File: config.mk
export PLATFORM = sky130hd
export DESIGN_NAME = bcd_to_bin_converter
export DESIGN_NICKNAME = d
export VERILOG_FILES = /design/src/rtl/stopwatch_pkg.sv /design/src/rtl/bcd_nibble_correct.sv /design/src/rtl/bcd_to_bin_converter.sv
export SDC_FILE = /design/constraint.sdc
export NUM_CORES = 1
export LEC_CHECK = 0
export ABC_AREA = 1
export CELL_PAD_IN_SITES_DETAIL_PLACEMENT = 1
export CELL_PAD_IN_SITES_GLOBAL_PLACEMENT = 1
export CORE_MARGIN = 5
export CORE_UTILIZATION = 38
export CTS_BUF_LIST = sky130_fd_sc_hd__clkbuf_8
export DETAILED_ROUTE_END_ITERATION = 8
export PLACE_DENSITY = 0.82
export SLEW_MARGIN = 40
export SYNTH_ARGS = -nofsm -noshare
export SYNTH_HDL_FRONTEND = slang
export SYNTH_SLANG_ARGS = --single-unit
File: constraint.sdc
create_clock -name clock -period 1.1 [get_ports clock]
set_input_delay 0.22 -clock clock [delete_from_list [all_inputs] [get_ports clock]]
set_output_delay 0.22 -clock clock [all_outputs]
set_load 0.01 [all_outputs]
File: src/rtl/stopwatch_pkg.sv
// Shared definitions for the stopwatch preset path: converter FSM states,
// BCD correction constants and default converter dimensions.
package stopwatch_pkg;

    localparam int NUM_DIGITS_DEF = 6;
    localparam int BIN_WIDTH_DEF  = 20;

    localparam logic [3:0] BCD_MAX         = 4'd9;
    localparam logic [3:0] BCD_CORR_THRESH = 4'd8;
    localparam logic [3:0] BCD_CORR        = 4'd3;

    typedef enum logic [1:0] {
        IDLE    = 2'd0,
        CONVERT = 2'd1,
        DONE    = 2'd2
    } state_t;

endpackage

File: src/rtl/bcd_nibble_correct.sv
// Reverse double-dabble digit correction: after the right shift, a nibble
// that reads 8 or more received a carried-in '1' worth 8 instead of 5, so
// 3 is taken back. Pure 4-bit unsigned arithmetic, no inter-nibble borrow.
module bcd_nibble_correct
    import stopwatch_pkg::*;
(
    input  logic [3:0] nib_in,
    output logic [3:0] nib_out
);

    // Subtract 3 from any shifted nibble at or above the threshold
    always_comb begin
        nib_out = (nib_in >= BCD_CORR_THRESH) ? (nib_in - BCD_CORR) : nib_in;
    end

endmodule

File: src/rtl/bcd_to_bin_converter.sv
// Sequential BCD-to-binary converter (reverse double-dabble), one result
// bit per clock, start/busy/done handshake. Turns the preset time entered
// on switches/keys into the binary count the stopwatch counter loads.
// Optional build macro BCD_CHECK_EN: reject inputs holding a nibble > 9
// with err=1 and bin_out=0 after a single cycle; otherwise err is tied 0.
//
// state   | meaning
// --------+---------------------------------------------------------------
// IDLE    | waiting for start; bcd_in sampled when start is accepted
// CONVERT | one shift+correct per clock, BIN_WIDTH iterations
// DONE    | done pulse cycle; start ignored, returns to IDLE
module bcd_to_bin_converter
    import stopwatch_pkg::*;
#(
    parameter int NUM_DIGITS = NUM_DIGITS_DEF,
    parameter int BIN_WIDTH  = BIN_WIDTH_DEF
) (
    input  logic                    clock,
    input  logic                    Reset_n,
    input  logic                    start,
    input  logic [4*NUM_DIGITS-1:0] bcd_in,
    output logic [BIN_WIDTH-1:0]    bin_out,
    output logic                    busy,
    output logic                    done,
    output logic                    err
);

    localparam int BCD_W = 4 * NUM_DIGITS;
    localparam int CNT_W = $clog2(BIN_WIDTH + 1);
    localparam logic [CNT_W-1:0] LAST_ITER = CNT_W'(BIN_WIDTH - 1);

    state_t               state_q, state_d;
    logic [BCD_W-1:0]     bcd_q, bcd_d;
    logic [BIN_WIDTH-1:0] bin_q, bin_d;
    logic [BIN_WIDTH-1:0] bin_out_q, bin_out_d;
    logic [CNT_W-1:0]     count_q, count_d;
    logic                 busy_q, busy_d;
    logic                 done_q, done_d;

    logic [BCD_W-1:0]     shift_bcd;
    logic [BCD_W-1:0]     corr_bcd;
    logic [BIN_WIDTH-1:0] shift_bin;

    // {bcd, bin} shifted right by one as a single long register
    assign shift_bcd = {1'b0, bcd_q[BCD_W-1:1]};
    assign shift_bin = {bcd_q[0], bin_q[BIN_WIDTH-1:1]};

    for (genvar g = 0; g < NUM_DIGITS; g++) begin : g_corr
        bcd_nibble_correct u_corr (
            .nib_in  (shift_bcd[4*g +: 4]),
            .nib_out (corr_bcd[4*g +: 4])
        );
    end

`ifdef BCD_CHECK_EN
    logic bad_in;
    logic bad_q, bad_d;
    logic err_q, err_d;

    // Flag any digit of the incoming value that is not a decimal digit
    always_comb begin
        bad_in = 1'b0;
        for (int i = 0; i < NUM_DIGITS; i++) begin
            if (bcd_in[4*i +: 4] > BCD_MAX) bad_in = 1'b1;
        end
    end

    assign err = err_q;
`else
    assign err = 1'b0;
`endif

    // Next-state and next-output logic for the handshake and iteration
    always_comb begin
        state_d   = state_q;
        bcd_d     = bcd_q;
        bin_d     = bin_q;
        bin_out_d = bin_out_q;
        count_d   = count_q;
        busy_d    = busy_q;
        done_d    = 1'b0;
`ifdef BCD_CHECK_EN
        bad_d     = bad_q;
        err_d     = err_q;
`endif
        case (state_q)
            IDLE: begin
                if (start) begin
                    bcd_d   = bcd_in;
                    bin_d   = '0;
                    count_d = '0;
                    busy_d  = 1'b1;
                    state_d = CONVERT;
`ifdef BCD_CHECK_EN
                    bad_d   = bad_in;
`endif
                end
            end
            CONVERT: begin
`ifdef BCD_CHECK_EN
                // An invalid input spends exactly one cycle here, then reports
                if (bad_q) begin
                    bin_out_d = '0;
                    err_d     = 1'b1;
                    bad_d     = 1'b0;
                    done_d    = 1'b1;
                    busy_d    = 1'b0;
                    state_d   = DONE;
                end else begin
`else
                begin
`endif
                    bcd_d   = corr_bcd;
                    bin_d   = shift_bin;
                    count_d = count_q + CNT_W'(1);
                    if (count_q == LAST_ITER) begin
                        bin_out_d = shift_bin;
                        done_d    = 1'b1;
                        busy_d    = 1'b0;
                        state_d   = DONE;
`ifdef BCD_CHECK_EN
                        err_d     = 1'b0;
`endif
                    end
                end
            end
            DONE: begin
                state_d = IDLE;
            end
            default: begin
                state_d = IDLE;
                busy_d  = 1'b0;
            end
        endcase
    end

    // State and output registers, cleared asynchronously
    always_ff @(posedge clock or negedge Reset_n) begin
        if (!Reset_n) begin
            state_q   <= IDLE;
            bcd_q     <= '0;
            bin_q     <= '0;
            bin_out_q <= '0;
            count_q   <= '0;
            busy_q    <= 1'b0;
            done_q    <= 1'b0;
`ifdef BCD_CHECK_EN
            bad_q     <= 1'b0;
            err_q     <= 1'b0;
`endif
        end else begin
            state_q   <= state_d;
            bcd_q     <= bcd_d;
            bin_q     <= bin_d;
            bin_out_q <= bin_out_d;
            count_q   <= count_d;
            busy_q    <= busy_d;
            done_q    <= done_d;
`ifdef BCD_CHECK_EN
            bad_q     <= bad_d;
            err_q     <= err_d;
`endif
        end
    end

    assign bin_out = bin_out_q;
    assign busy    = busy_q;
    assign done    = done_q;

endmodule

[After elaboration in Yosys (flattened, before gate mapping)]
Index checks and enable logic that the tools add are counted.
Storage, ports and cells
  logic and storage cells: 52
  output and inout port bits: 23
  input port bits: 27
  bits in registers: 73
Operators by class
  $lt $le $gt $ge: 6
  muxes and demuxes: 20
  reductions and logical operators: 6
  bitwise operators: 1
  equal/unequal tests: 5
  add/subtract/negate cells: 7
Operator list (number)
  case mux 24 bit (2 select lines): 1
  case mux 20 bit (2 select lines): 1
  two-way mux 24 bit: 1
  two-way mux 4 bit: 6
  >= comparator 4 bit, second input constant: 5
  two-way mux 20 bit: 1
  subtractor 4 x 2 -> 4 bit, second input constant: 5
  case mux 5 bit (2 select lines): 1
  AND reduction 2 bit: 3
  adder 5 x 1 -> 5 bit, second input constant: 1
  equality test 5 bit, second input constant: 1
  two-way mux 5 bit: 1
  >= comparator 3 x 4 -> 1 bit, second input constant: 1
  two-way mux 1 bit: 4
  two-way mux 2 bit: 2
  != test 2 bit, second input constant: 2
  case mux 2 bit (2 select lines): 1
  subtractor 3 x 2 -> 4 bit, second input constant: 1
  case mux 1 bit (3 select lines): 1
  AND reduction 3 bit: 1
  equality test 2 x 1 -> 1 bit, second input constant: 1
  equality test 2 bit, second input constant: 1
  logical NOT 2 bit: 1
  nonzero test 2 bit: 1
  NOT 1 bit: 1

[Logic depth before layout (Yosys ltp)]
  depth after elaboration: 3
  depth in mapped cells: 7
  mapped depth without buffers: 6

[Modules after synthesis]
Synthesis repeated with hierarchy kept, for this count alone.
Unflattened totals
  cell total of the unflattened synthesis: 476
  area, all modules: 3747.3 um^2
Modules (own cells, without submodules)
  bcd_to_bin_converter: sequential area each 1801.7 um^2, area an instance 3214.3 um^2, instances 1, cells each 380
  bcd_nibble_correct: sequential area each 0.0 um^2, area an instance 88.8 um^2, instances 6, cells each 16

[Worst setup path after synthesis]
OpenSTA, ideal clock, no wires.
  kind: reg2reg
  start point: register count_q[0]
  end point: register bin_out_q[2] (netlist: bin_out[2])
  path slack: -114 ps
  required time: 1034 ps
  period minus slack after synthesis: 1214 ps
  arrival: 1148 ps
  cell stages (with the launch flop): 7
  library setup time: 66 ps
  buffers on the path: 1
  cell sequence: dfrtp_1 ha_1 nand3_1 nor2_1 buf_2 nand2_1 nand2_1
Between the ends
  word-level cells in the longest chain between the ends: 2
Ends and longest elaborated chain
  from (decl): line bcd_to_bin_converter.sv:36  | logic [CNT_W-1:0] count_q, count_d;
  from (signal assigned): line bcd_to_bin_converter.sv:156  | count_q <= count_d;
  equality test 5 bit: line bcd_to_bin_converter.sv:116  | if (count_q == LAST_ITER) begin
  AND reduction 2 bit (no source line)
  to (signal assigned): line bcd_to_bin_converter.sv:155  | bin_out_q <= bin_out_d;
  to (decl): line bcd_to_bin_converter.sv:35  | logic [BIN_WIDTH-1:0] bin_out_q, bin_out_d;
No other way between the ends.
A chain may end at the register's enable or synchronous reset.

[Worst setup path in the final report]
  start point: register state_q[0]
  end point: register bcd_q[12]
Between the ends
  word-level cells in the longest chain between the ends: 3
  elaborated cells on any way between the ends: 6
  classes of those cells: eq/ne (2); mux (1); reduce/logical (3)
Ends and longest elaborated chain
  from (decl): line bcd_to_bin_converter.sv:32  | state_t state_q, state_d;
  from (signal assigned): line bcd_to_bin_converter.sv:152  | state_q <= state_d;
  equality test 2 x 1 -> 1 bit or logical NOT 2 bit (tied branches): line bcd_to_bin_converter.sv:86  | case (state_q)
  nonzero test 2 bit (no source line) or != test 2 bit (tied branches)
  AND reduction 2 bit (no source line)
  to (signal assigned): line bcd_to_bin_converter.sv:141  | bcd_q <= '0;
  to (signal assigned): line bcd_to_bin_converter.sv:153  | bcd_q <= bcd_d;
  to (decl): line bcd_to_bin_converter.sv:33  | logic [BCD_W-1:0] bcd_q, bcd_d;
Parallel ways exist; a longest one is shown, timed or not.

==> out/metrics.cfg <==
[outcome]
status=finished with violations
failed_checks=setup timing

[placement]
place_area_sq_um=4190
dp_slack_ps=-411.9
finalWeightedCongestion=0.8352
dpl.hpwl_mm=6.139
port_buffers=48

[clock_network]
cts_root_buf=clkbuf_8
cts_sinks=72
clk_latency_ps=350
h-tree-depth=3
cts_buffer_depth=2
clk_pin_slew_ps=80
cts_tree=done
cts_buffers=9

[timing]
fin_crit_sh_pct=119.1
drv_slew=0
fin_ws_ps=-209.7
fin_skew_ps=5.258
fmax_mhz=763.5
finalHoldViolCount=0
rsz0062_at_grt=yes
setup_viol_count_final=75
period_needed_ps=1310

[cells_and_area]
syn_to_final_growth_pct=52.18
multi_input_comb_area_sq_um=1680
layout.nets=539
fillers=988
final_common_cell=nand2_1
diodes=0
drive_gt1_share_pct=33.00
fin_area_sq_um=5072
seq_area_sq_um=1808
final_cell_mix=nand2_1 (129), dfrtp_1 (67), inv_1 (40)

[global_route]
antenna_found_initial=0
grt-ovfl-total=0
grt_use_total_pct=17.59
grt_max_degree=73
grt_pass1_vias=3324
grt_pass1_wl_mm=15.76

[detailed_routing]
via_per_inst=5.116
ant_nets=0
routedWlPerCell_um=18.70
drtPass1Iterations=4
drc=0
totalWireLength_mm=11.48
drt_first_iter_violations=104
dr_total_vias=3141

[die]
start_util_pct=38.60
core_sq_um=8636
io_pins=50
placementRows=34
dieArea_sq_um=10740
die_h_um=103.7
chipWidth_um=103.7

[synth]
syn-num-nets=442
synth.distinct_cells=21
synthCells=404
ys_ff_latch=72
netlist_area_sq_um=3333
synth_area_per_cell_sq_um=8.250
yosys_warnings=0
yosysSeqAreaShare_pct=54.05

[setup_path]
worstSetupPathType=reg2reg
cpMaxStageDelayCell=dfrtp_2
cpPeakStageDelay_ps=450
arrival_ps=1570
startpoint_type=register
crit_chain=buf_12, nand2_8, nand2_8, clkbuf_16, o211ai_1
setup.worst_path.end_class=register
critical_path_required_ps=1360
path_max_fanout=7
path_common_cell=nand2_8

[power_and_ir_drop]
p_comb_share_pct=47.3
clkPwrFrac_pct=19.0
p_leak_nw=2.581
switchingPower_w=0.005598
ir_drop_mv=1.044
pwr-share-seq_pct=33.8
p_per_area_nw_per_um2=2715
p_int_w=0.008175
p_sw_share_pct=40.64

[hold_path]
hold_class=in2reg

[job]
max_cap_viol_count=0

[stage by stage]
| step | cells | hold WS (ps) | utilization (%) | TNS [ps] | power, W |
|---|---|---|---|---|---|
| after detailed placement | 576 | 287.4 | 48.52 | -17440 | 0.009237 |
| after CTS | 605 | 432.7 | 52.65 | -5452 | 0.01214 |
| after floorplan | 404 | -75.59 | - | -972.4 | 0.007120 |
| final | 614 | 442.1 | 58.74 | -8093 | 0.01377 |
| after global placement | 576 | 279.2 | 48.52 | -13500 | 0.008863 |
| after global routing | 614 | 477.5 | 58.74 | -11820 | 0.01456 |
[routing by layer]
layer,wire length [um],GRT usage (%)
met5,0,0
met4,379,6.290
met3,443,4.353
met2,6342,31.42
met1,4315,20.31
[repair_timing]
action	4_1_cts	5_1_grt
gates resized for setup	125	98
setup endpoints to repair	92	93
endpoints found under the hold margin	72	0
pin swaps	11	12
cloned	1	3
buffers inserted	11	6
hold buffers	1	0
[worst max-delay path, delay by kind of cell, from the launching register on]
kind	cells	cell delay, ps
compound gates	1	200
buf+inv	2	330
flops	1	450
simple gates	2	220
[layout make-up]
| type | count | share of cell area [%] |
|---|---|---|
| multi-input combinational | 270 | 33.13 |
| timing repair buffer | 103 | 20.18 |
| tap | 108 | 2.664 |
| clock inverter | 7 | 2.368 |
| clock buffer | 9 | 2.442 |
| inverter | 45 | 3.577 |
| sequential | 72 | 35.64 |
[cells in the mapped netlist]
| cell | count | area (sq um) |
|---|---|---|
| nand4_1 | 3 | 18.77 |
| o211ai_1 | 5 | 37.54 |
| clkbuf_2 | 1 | 5.000 |
| nand2_2 | 1 | 6.260 |
| clkbuf_1 | 1 | 3.750 |
| ha_1 | 11 | 137.6 |
| inv_1 | 44 | 165.2 |
| nand3_1 | 27 | 135.1 |
| o21ai_1 | 1 | 5.000 |
| o22ai_1 | 17 | 106.4 |
| o21ai_0 | 17 | 85.08 |
| nor2_1 | 20 | 75.07 |
| buf_2 | 12 | 60.06 |
| nor2_4 | 2 | 22.52 |
| conb_1 | 1 | 3.750 |
| a21oi_1 | 12 | 60.06 |
| nand2_1 | 152 | 570.6 |
| o21bai_1 | 1 | 7.510 |
| buf_4 | 3 | 22.52 |
| dfrtp_1 | 72 | 1802 |
| inv_2 | 1 | 3.750 |
[kinds of logic (layout without fill, tap and decap cells)]
family	Yosys count	count (layout)	synth area share, %
AOI/OAI and AO/OA	53	53	9.047
adders and majority gates	11	11	4.129
buffers and inverters	62	164	7.808
DFF	72	72	54.05
other	1	1	0.1125
and+or+nand+nor	205	205	24.85
[registers in the layout, indices dropped and copies added, names as in the netlist]
register / flops
done: 1
bin_q: 19
bin_out: 20
bcd_q: 24
state_q: 2
count_q: 5
busy: 1
[power groups by stage]
stage	clock, W	sequential (W)	combinational (W)
6_report	0.00261	0.00465	0.00651
5_1_grt	0.00276	0.00476	0.00703
4_1_cts	0.00264	0.00446	0.00504
3_5_place_dp	0	0.00449	0.00474
3_3_place_gp	0	0.00443	0.00443
2_1_floorplan	0	0.00449	0.00263
[path summary, 6_finish.rpt]
path,slack [ps],end,cells past startpoint,startpoint
setup / recovery,-210,bcd_q[12],5,state_q[0]
hold / removal,440,bcd_q[16],3,bcd_in[16]
setup reg to reg,-210,bcd_q[12],5,state_q[0]
hold reg to reg,480,bin_out[10],2,bin_q[11]
max in group asynchronous,320,bcd_q[14],3,Reset_n
min in group asynchronous,450,bin_out[16],3,Reset_n
Power figures use the tool's default switching activity.
